**config.mk**
```make
export PLATFORM = sky130hd
export DESIGN_NAME = seq_detect_1101_flat
export DESIGN_NICKNAME = d
export VERILOG_FILES = /design/src/rtl/seq_detect_1101_if.sv /design/src/rtl/seq_detect_1101.sv /design/src/flat_wrapper.sv
export SDC_FILE = /design/constraint.sdc
export NUM_CORES = 1
export LEC_CHECK = 0
export BUFFER_PORTS_ARGS = -buffer_cell sky130_fd_sc_hd__clkbuf_2
export CELL_PAD_IN_SITES_DETAIL_PLACEMENT = 1
export CELL_PAD_IN_SITES_GLOBAL_PLACEMENT = 2
export CORE_AREA = 2 2 46 48
export CTS_CLUSTER_SIZE = 10
export DETAILED_ROUTE_END_ITERATION = 6
export DIE_AREA = 0 0 48 50
export GPL_ROUTABILITY_DRIVEN = 0
export GPL_TIMING_DRIVEN = 0
export PLACE_DENSITY = 0.78
export SYNTH_ARGS = -nofsm -noshare
export SYNTH_HDL_FRONTEND = slang
export SYNTH_SLANG_ARGS = --single-unit
```
**constraint.sdc**
```tcl
create_clock -name clk_i -period 2.3 [get_ports clk_i]
set_clock_uncertainty 0.15 [all_clocks]
set_input_delay 0.69 -clock clk_i [delete_from_list [all_inputs] [get_ports clk_i]]
set_output_delay 0.69 -clock clk_i [all_outputs]
set_load 0.02 [all_outputs]
```
**src/rtl/seq_detect_1101_if.sv**
```systemverilog
// Serial bit-stream bundle between the upstream flop stage and the 1101 detector.
// The master drives EN/DIN and the slave returns DET, the saturating CNT and the debug STATE.
interface seq_detect_1101_if #(
    parameter int CNT_W = 8
);
    logic             en;
    logic             din;
    logic             det;
    logic [CNT_W-1:0] cnt;
    logic [1:0]       state;

    modport master (
        output en,
        output din,
        input  det,
        input  cnt,
        input  state
    );

    modport slave (
        input  en,
        input  din,
        output det,
        output cnt,
        output state
    );
endinterface

```
**src/rtl/seq_detect_1101.sv**
```systemverilog
// Mealy 1101 detector: DET is a registered pulse one clock after the final 1, and CNT saturates.
// EN=0 freezes the FSM and the counter. Define SEQ_DETECT_OVERLAP_EN to reuse the final 1 of a match.
module seq_detect_1101 #(
    parameter int CNT_W = 8
) (
    input  logic              clk_i,
    input  logic              rst_ni,
    seq_detect_1101_if.slave  bus
);
    typedef enum logic [1:0] {
        S0 = 2'd0,
        S1 = 2'd1,
        S2 = 2'd2,
        S3 = 2'd3
    } state_e;

`ifdef SEQ_DETECT_OVERLAP_EN
    localparam state_e MATCH_NEXT = S1;
`else
    localparam state_e MATCH_NEXT = S0;
`endif

    localparam logic [CNT_W-1:0] CNT_MAX = '1;

    state_e           state_q, state_d;
    logic             det_q, det_d;
    logic [CNT_W-1:0] cnt_q, cnt_d;
    logic             match;

    always_ff @(posedge clk_i) begin
        if (!rst_ni) begin
            state_q <= S0;
            det_q   <= 1'b0;
            cnt_q   <= '0;
        end else begin
            state_q <= state_d;
            det_q   <= det_d;
            cnt_q   <= cnt_d;
        end
    end

    always_comb begin
        state_d = state_q;
        match   = 1'b0;
        if (bus.en) begin
            unique case (state_q)
                S0: state_d = bus.din ? S1 : S0;
                S1: state_d = bus.din ? S2 : S0;
                S2: state_d = bus.din ? S2 : S3;
                S3: begin
                    match   = bus.din;
                    state_d = bus.din ? MATCH_NEXT : S0;
                end
                default: state_d = S0;
            endcase
        end
    end

    // The counter sticks at all-ones; DET still pulses once saturated.
    always_comb begin
        det_d = match;
        cnt_d = cnt_q;
        if (match && (cnt_q != CNT_MAX)) begin
            cnt_d = cnt_q + CNT_W'(1);
        end
    end

    assign bus.det   = det_q;
    assign bus.cnt   = cnt_q;
    assign bus.state = state_q;
endmodule

```
**src/flat_wrapper.sv**
```systemverilog
// flat-port wrapper written by rule: the top's interface ports become plain ports
module seq_detect_1101_flat 
#(
    parameter int CNT_W = 8
)
  (clk_i, rst_ni, bus_en, bus_din, bus_det, bus_cnt, bus_state);
  seq_detect_1101_if #(.CNT_W(CNT_W)) bus_i ();
  input  logic clk_i;
  input  logic rst_ni;
  input wire logic [$bits(bus_i.en)-1:0] bus_en;
  input wire logic [$bits(bus_i.din)-1:0] bus_din;
  output wire logic [$bits(bus_i.det)-1:0] bus_det;
  output wire logic [$bits(bus_i.cnt)-1:0] bus_cnt;
  output wire logic [$bits(bus_i.state)-1:0] bus_state;
  assign bus_i.en = bus_en;
  assign bus_i.din = bus_din;
  assign bus_det = bus_i.det;
  assign bus_cnt = bus_i.cnt;
  assign bus_state = bus_i.state;
  seq_detect_1101 #(.CNT_W(CNT_W)) u_core (.clk_i(clk_i), .rst_ni(rst_ni), .bus(bus_i));
endmodule
```
== Yosys cells after proc, flatten, opt, wreduce, memory -nomap -nowiden ==
Index checks and enable logic that the tools add are counted.

* Register bits: 11
* Bits in latches: 0
* Bits in writable memories: 0
* ROM bits: 0
* Input bits: 4
* Output and inout bits: 11
* Logic and storage cells: 16
* Memories: 0

* $add $sub $neg: 1
* Multiply operators: 0
* Divide/modulo/power cells: 0
* Order comparisons: 0
* Equality and inequality tests: 4
* Shift operators: 0
* Muxes and demuxes: 6
* Bitwise operators: 0
* Reduce and logical (&&, ||, !) cells: 2

{| class="wikitable"
|+ Operators with widths
! cell !! number
|-
| 8-bit by 1-bit adder with 8-bit output, second input constant || 1
|-
| 8-bit inequality test, second input constant || 1
|-
| 2-bit one-hot mux with 4 select lines || 1
|-
| 2-bit equality test, second input constant || 2
|-
| 1-bit 2-to-1 mux || 4
|-
| 2-bit by 1-bit equality test with 1-bit output, second input constant || 1
|-
| 2-bit logical NOT || 1
|-
| 2-bit 2-to-1 mux || 1
|-
| 1-bit logical AND || 1
|}

== Longest topological paths before layout ==
Gate-level depths: netlist (run 1).

* Word-level depth: 4
* Depth in mapped cells: 4
* Depth with buffers taken out: 4

== Worst setup path after synthesis (run 1) ==
OpenSTA, ideal clock, no wires.

* Path type: input-to-reg
* Start point: input port bus_din
* End point: register u_core.cnt_q[7], in the netlist u_core.bus.cnt[7]
* Setup time: 0.122 ns
* Arrival: 1.327 ns
* Data required time: 2.028 ns
* Setup slack: 0.701 ns
* Cell stages on the path: 4
* Buffers on the path: 1
* Path through: and4_1 > buf_2 > a41o_2 > o311a_1

* Longest elaborated chain between the ends: 3

{| class="wikitable"
|+ Ends and longest elaborated chain
! what !! RTL line !! text
|-
| start: declaration || flat_wrapper.sv:11 || <nowiki>input wire logic [$bits(bus_i.din)-1:0] bus_din;</nowiki>
|-
| 1-bit 2-to-1 mux || seq_detect_1101.sv:46 || <nowiki>unique case (state_q)</nowiki>
|-
| 1-bit 2-to-1 mux || seq_detect_1101.sv:45 || <nowiki>if (bus.en) begin</nowiki>
|-
| 1-bit logical AND || seq_detect_1101.sv:63 || <nowiki>if (match && (cnt_q != CNT_MAX)) begin</nowiki>
|-
| end signal: assignment || seq_detect_1101.sv:38 || <nowiki>cnt_q <= cnt_d;</nowiki>
|-
| end: declaration || seq_detect_1101.sv:27 || <nowiki>logic [CNT_W-1:0] cnt_q, cnt_d;</nowiki>
|}

Every way passes these cells.
A chain may end at the register's enable or synchronous reset.

== Worst setup path after layout (run 1) ==
* Start point: register u_core.cnt_q[2], in the netlist u_core.bus.cnt[2]
* End point: output port bus_cnt[2]

{| class="wikitable"
|+ RTL lines
! what !! RTL line !! text
|-
| end: declaration || flat_wrapper.sv:13 || <nowiki>output wire logic [$bits(bus_i.cnt)-1:0] bus_cnt;</nowiki>
|}

No word-level cell between the ends.

==> results of run 1 <==
## area by class of cell
class,instances,area share (%)
Buffer,2,1.85
Clock buffer,4,3.87
Inverter,1,0.554
Multi-Input combinational cell,44,45.9
Sequential cell,11,32.5
Tap cell,27,4.98
Timing Repair Buffer,14,10.3
## sequential cells by signal, summed over array words and instances (netlist names), named ones only
name	flops
u_core.bus.state	1
u_core.bus.det	1
u_core.bus.cnt	8
## path summary, 6_finish.rpt
kind                      from                end  slack [ps]  depth (start not counted)
max          u_core.bus.cnt[2]         bus_cnt[2]         470                          1
min          u_core.bus.cnt[1]  u_core.bus.cnt[1]         350                          2
max reg2reg  u_core.bus.cnt[0]  u_core.bus.cnt[4]         690                          4
min reg2reg  u_core.bus.cnt[1]  u_core.bus.cnt[1]         350                          2
## kinds of logic (layout without fill, tap and decap cells)
logic type	after synthesis	after routing	share of synthesized area, %
mux	3	3	5.48
simple gates	27	27	28.8
buf+inv	3	21	2.97
compound gates	12	12	18.7
xor+xnor	1	1	1.60
flops	11	11	40.2
fa+ha+maj	1	1	2.28
## power by group through the flow
stage | registers [mW] | logic [mW] | clock network (mW)
2_1_floorplan | 0.200 | 0.00641 | 0
3_3_place_gp | 0.199 | 0.0170 | 0
3_5_place_dp | 0.199 | 0.0174 | 0
4_1_cts | 0.194 | 0.0175 | 0.141
5_1_grt | 0.195 | 0.0195 | 0.149
6_report | 0.194 | 0.0172 | 0.136
## metal layers
| layer | track usage [%] | vias to the layer above | wire length [µm] |
|---|---|---|---|
| li1 | - | 263 | - |
| met5 | 0 | - | 0 |
| met4 | 6.76 | 0 | 29 |
| met3 | 2.20 | 5 | 61 |
| met1 | 16.1 | 254 | 654 |
| met2 | 18.9 | 17 | 583 |
## cells in the final DEF, fill, tap and decap left out, types with 2 or more instances in the layout
| master | count |
|---|---|
| nand2b_1 | 2 |
| and3_1 | 3 |
| nand4_1 | 3 |
| mux2i_1 | 3 |
| a211oi_1 | 2 |
| clkbuf_4 | 3 |
| a21oi_1 | 3 |
| dfxtp_1 | 11 |
| clkbuf_2 | 14 |
| nand2_1 | 7 |
| a41oi_1 | 3 |
| nor3_1 | 3 |
## through the flow
step                      instance area, µm²  worst slack (ps)  instances
after detailed placement                 652               362         99
after CTS                                678               466        103
after global placement                   652               388         99
after floorplan                          548               701         58
after global routing                     678               399        103
final                                    678               468        103
==> flow_metrics.env, run 1 <==
export IMPL_fillers=244
export IMPL_setup_viol=0
export IMPL_p_seq_share_pct=55.9
export IMPL_final_seq_area_um2=220
export IMPL_cp_num_buf_inv=1
export IMPL_syn_to_final_growth_pct=23.7
export IMPL_syn_avg_cell_area_um2=9.45
export IMPL_fmax_mhz=546
export IMPL_track_usage_pct=12.5
export IMPL_nNetsFinal=82
export IMPL_die_w_um=48
export IMPL_synth_edf_count=0
export IMPL_hpwl_um=991
export IMPL_ys_flop_type="dfxtp_1"
export IMPL_grt_overflow=0
export IMPL_hold_ws_ps=355
export IMPL_fin_setup_tns_ps=0
export IMPL_cts_resized=0
export IMPL_synthTopCellsByCount="11 x dfxtp_1, 7 x nand2_1"
export IMPL_postCtsHoldBufs=0
export IMPL_ys_ff_latch=11
export IMPL_n_antenna_cell=0
export IMPL_hold_viol_final=0
export IMPL_clock_power_share_pct=39.1
export IMPL_coreArea_um2=1900
export IMPL_cp_arrival_ps=990
export IMPL_cts_tree="built"
export IMPL_synthArstFlopShare_pct=0
export IMPL_io_pins=15
export IMPL_start_util_pct=28.8
export IMPL_htree_levels=1
export IMPL_max_stage_delay_ps=490
export IMPL_internal_power_uw=265
export IMPL_cp_start_kind="flip-flop"
export IMPL_cts_buffers_inserted=3
export IMPL_wl_per_cell_um=12.9
export IMPL_synth_warnings=0
export IMPL_root_buffer="clkbuf_4"
export IMPL_yosysUniqueCellTypes=28
export IMPL_layout_worst_path_cycle_share_pct=79.6
export IMPL_power_leakage_nw=0.276
export IMPL_drt_initial_drc_count=4
export IMPL_yosysSeqAreaShare_pct=40.2
export IMPL_clock_sinks=11
export IMPL_dr_pass1_iters=4
export IMPL_synthTopCellsByArea="dfxtp_1 40%, mux2i_1 5.5%, nand2_1 4.8%"
export IMPL_route_detailed_drc=0
export IMPL_hold_class="flip-flop to flip-flop"
export IMPL_swShare_pct=23.5
export IMPL_slew_headroom_pct=78.0
export IMPL_clockBufferDepth=2
export IMPL_postRouteWirelength_um=1330
export IMPL_fp_row_count=16
export IMPL_port_buffers=14
export IMPL_tightest_slew_ps=327
export IMPL_synth_top_area_cell="dfxtp_1"
export IMPL_slowest_stage="dfxtp_1"
export IMPL_die_area_um2=2400
export IMPL_grt_pass1_vias=498
export IMPL_crit_required_ps=1460
export IMPL_postCtsSetupBuffers=0
export IMPL_clkTransAtPathRegs_ps=80
export IMPL_multiInputGateArea_um2=312
export IMPL_routed_via_count=539
export IMPL_cp_max_fo=8
export IMPL_p_sw_uw=81.7
export IMPL_grt_pass1_wl_um=2140
export IMPL_antenna_found_initial=0
export IMPL_critical_path_class="flip-flop to output pin"
export IMPL_rsz0062_at_grt="false"
export IMPL_synth_most_common_cell="dfxtp_1"
export IMPL_syn_num_nets=63
export IMPL_maxCapViolCount=0
export IMPL_die_y_um=50
export IMPL_viasPerCell=5.23
export IMPL_layout_drive_gt1_share_pct=30.3
export IMPL_grt_max_degree=9
export IMPL_synth_cells=58
export IMPL_peakVddDrop_mv=0.206
export IMPL_cp_end_kind="output pin"
export IMPL_combPwrFrac_pct=5.0
export IMPL_post_route_util_pct=35.7
export IMPL_synth_top_area_share_pct=40.2
export IMPL_path_cells="clkbuf_2"
export IMPL_slew_viol_final=0
export IMPL_clk_latency_ps=270
export IMPL_power_density_nw_per_um2=512
export IMPL_finalPower_uw=347
export IMPL_status="complete, no violations"
export IMPL_ant_nets=0
export IMPL_synth_area_um2=548
export IMPL_min_period_ps=1830
export IMPL_crit_family="flip-flops"
No activity file was read; power rests on OpenSTA's default activity.
==> run 2, diff against run 1 <==
CORE_AREA = 2 2 49 51   (was 2 2 46 48)
DIE_AREA = 0 0 51 53   (was 0 0 48 50)
PLACE_DENSITY = 0.73   (was 0.78)
clock period = 1.67 ns   (was 2.3 ns; I/O delays follow)
==> flow_metrics.env, run 2 (synthesis results as in run 1) <==
export IMPL_rrSetupSlack_ps=130
export IMPL_critical_path_class="flip-flop to output pin"
export IMPL_min_period_ps=1580
export IMPL_fin_ws_ps=91.0
export IMPL_clockBufferDepth=2
export IMPL_syn_to_final_growth_pct=26.0
export IMPL_startpoint="u_core.bus.cnt[3]"
export IMPL_hold_viol_final=0
export IMPL_cp_num_buf_inv=1
export IMPL_coreArea_um2=2150
export IMPL_viasPerCell=5.16
export IMPL_cp_arrival_ps=930
export IMPL_tightest_slew_ps=349
export IMPL_cp_start_kind="flip-flop"
export IMPL_layout_drive_gt1_share_pct=34.2
export IMPL_power_leakage_nw=0.276
export IMPL_grt_use_met3_pct=2.54
export IMPL_grt_pass1_vias=504
export IMPL_top_usage_layer="met2"
export IMPL_max_stage_delay_ps=450
export IMPL_rr_startpoint="u_core.bus.cnt[0]"
export IMPL_track_usage_pct=10.5
export IMPL_power_density_nw_per_um2=685
export IMPL_grt_max_degree=9
export IMPL_clkTransAtPathRegs_ps=70
export IMPL_port_buffers=14
export IMPL_path_cells="clkbuf_2"
export IMPL_finalPower_uw=473
export IMPL_dr_pass1_iters=2
export IMPL_status="complete, no violations"
export IMPL_rsz0062_at_grt="false"
export IMPL_slowest_stage="dfxtp_1"
export IMPL_die_area_um2=2700
export IMPL_nNetsFinal=82
export IMPL_root_buffer="clkbuf_4"
export IMPL_place_ws_ps=-106
export IMPL_ant_nets=0
export IMPL_fmax_mhz=633
export IMPL_clock_sinks=11
export IMPL_hpwl_um=988
export IMPL_route_detailed_drc=0
export IMPL_fp_row_count=17
export IMPL_n_antenna_cell=0
export IMPL_slew_viol_final=0
export IMPL_clk_latency_ps=270
export IMPL_layout_common_cells="14 x clkbuf_2, 10 x dfxtp_1, 7 x nand2_1"
export IMPL_wl_per_cell_um=12.5
export IMPL_die_y_um=53
export IMPL_cp_end_kind="output pin"
export IMPL_path_depth=1
export IMPL_htree_levels=1
export IMPL_start_util_pct=25.5
export IMPL_routed_via_count=537
export IMPL_antenna_found_initial=0
export IMPL_grt_pass1_wl_um=2130
export IMPL_crit_family="flip-flops"
export IMPL_die_w_um=51
export IMPL_met1_usage_pct=12.4
export IMPL_hold_class="flip-flop to flip-flop"
export IMPL_use_met2_pct=18.2
export IMPL_crit_path_end="bus_cnt[3]"
export IMPL_crit_required_ps=1020
export IMPL_setup_viol=0
export IMPL_grt_overflow=0
export IMPL_postRouteWirelength_um=1300
export IMPL_maxCapViolCount=0
export IMPL_cts_tree="built"
export IMPL_cts_buffers_inserted=3
export IMPL_fillers=259
export IMPL_reg2reg_depth=4
export IMPL_drt_initial_drc_count=3
export IMPL_largest_reg_flops=8
export IMPL_final_common_cell="clkbuf_2"
export IMPL_layout_worst_path_cycle_share_pct=94.5
export IMPL_peakVddDrop_mv=0.257
export IMPL_io_pins=15
export IMPL_cp_max_fo=8
export IMPL_slew_headroom_pct=76.6
export IMPL_crit_reg2reg_capture="u_core.bus.cnt[3]"
==> run 2: routing by layer <==
metal	routed length, µm	share of wire, %
met5	0	0
met4	8	0.62
met3	75	5.8
met2	622	48
met1	591	46
==> run 2: timing repair <==
item | CTS | global route
buffers inserted | 0 | 0
gates resized for setup | 0 | 3
hold buffers | 0 | 0
setup endpoints to repair | 0 | 4
==> run 2: worst min-delay path by stage <==
stage,start,endpoint,slack [ps],cells past startpoint
floorplan,u_core.bus.cnt[1],u_core.bus.cnt[1],410,2
global placement,u_core.bus.cnt[1],u_core.bus.cnt[1],350,2
detailed placement,u_core.bus.cnt[1],u_core.bus.cnt[1],350,2
CTS,u_core.bus.cnt[1],u_core.bus.cnt[1],370,2
global route,u_core.bus.cnt[1],u_core.bus.cnt[1],400,2
finish,u_core.bus.cnt[1],u_core.bus.cnt[1],360,2
==> run 2: stage by stage <==
| step | instance area [µm²] | hold slack (ps) | util (%) | setup TNS [ps] | cells |
|---|---|---|---|---|---|
| floorplan | 548 | 413 | - | 0 | 58 |
| global placement | 653 | 348 | 30.4 | -146 | 100 |
| detailed placement | 653 | 355 | 30.4 | -302 | 100 |
| CTS | 679 | 366 | 31.6 | 0 | 104 |
| global route | 691 | 400 | 32.1 | 0 | 104 |
| finish | 691 | 358 | 32.1 | 0 | 104 |
==> run 2: layout make-up <==
cell class	instances	area, µm²	area share, %
Buffer	2	12.5	1.81
Sequential cell	11	221	32.1
Inverter	1	3.75	0.543
Multi-Input combinational cell	44	322	46.6
Tap cell	28	35.0	5.07
Timing Repair Buffer	14	70.1	10.1
Clock buffer	4	26.3	3.80
==> run 2: power by group <==
part / internal (mW) / switching, mW
Combinational: 0.00873 / 0.0149
Clock: 0.0923 / 0.0895
Sequential: 0.264 / 0.00342
Total: 0.365 / 0.108
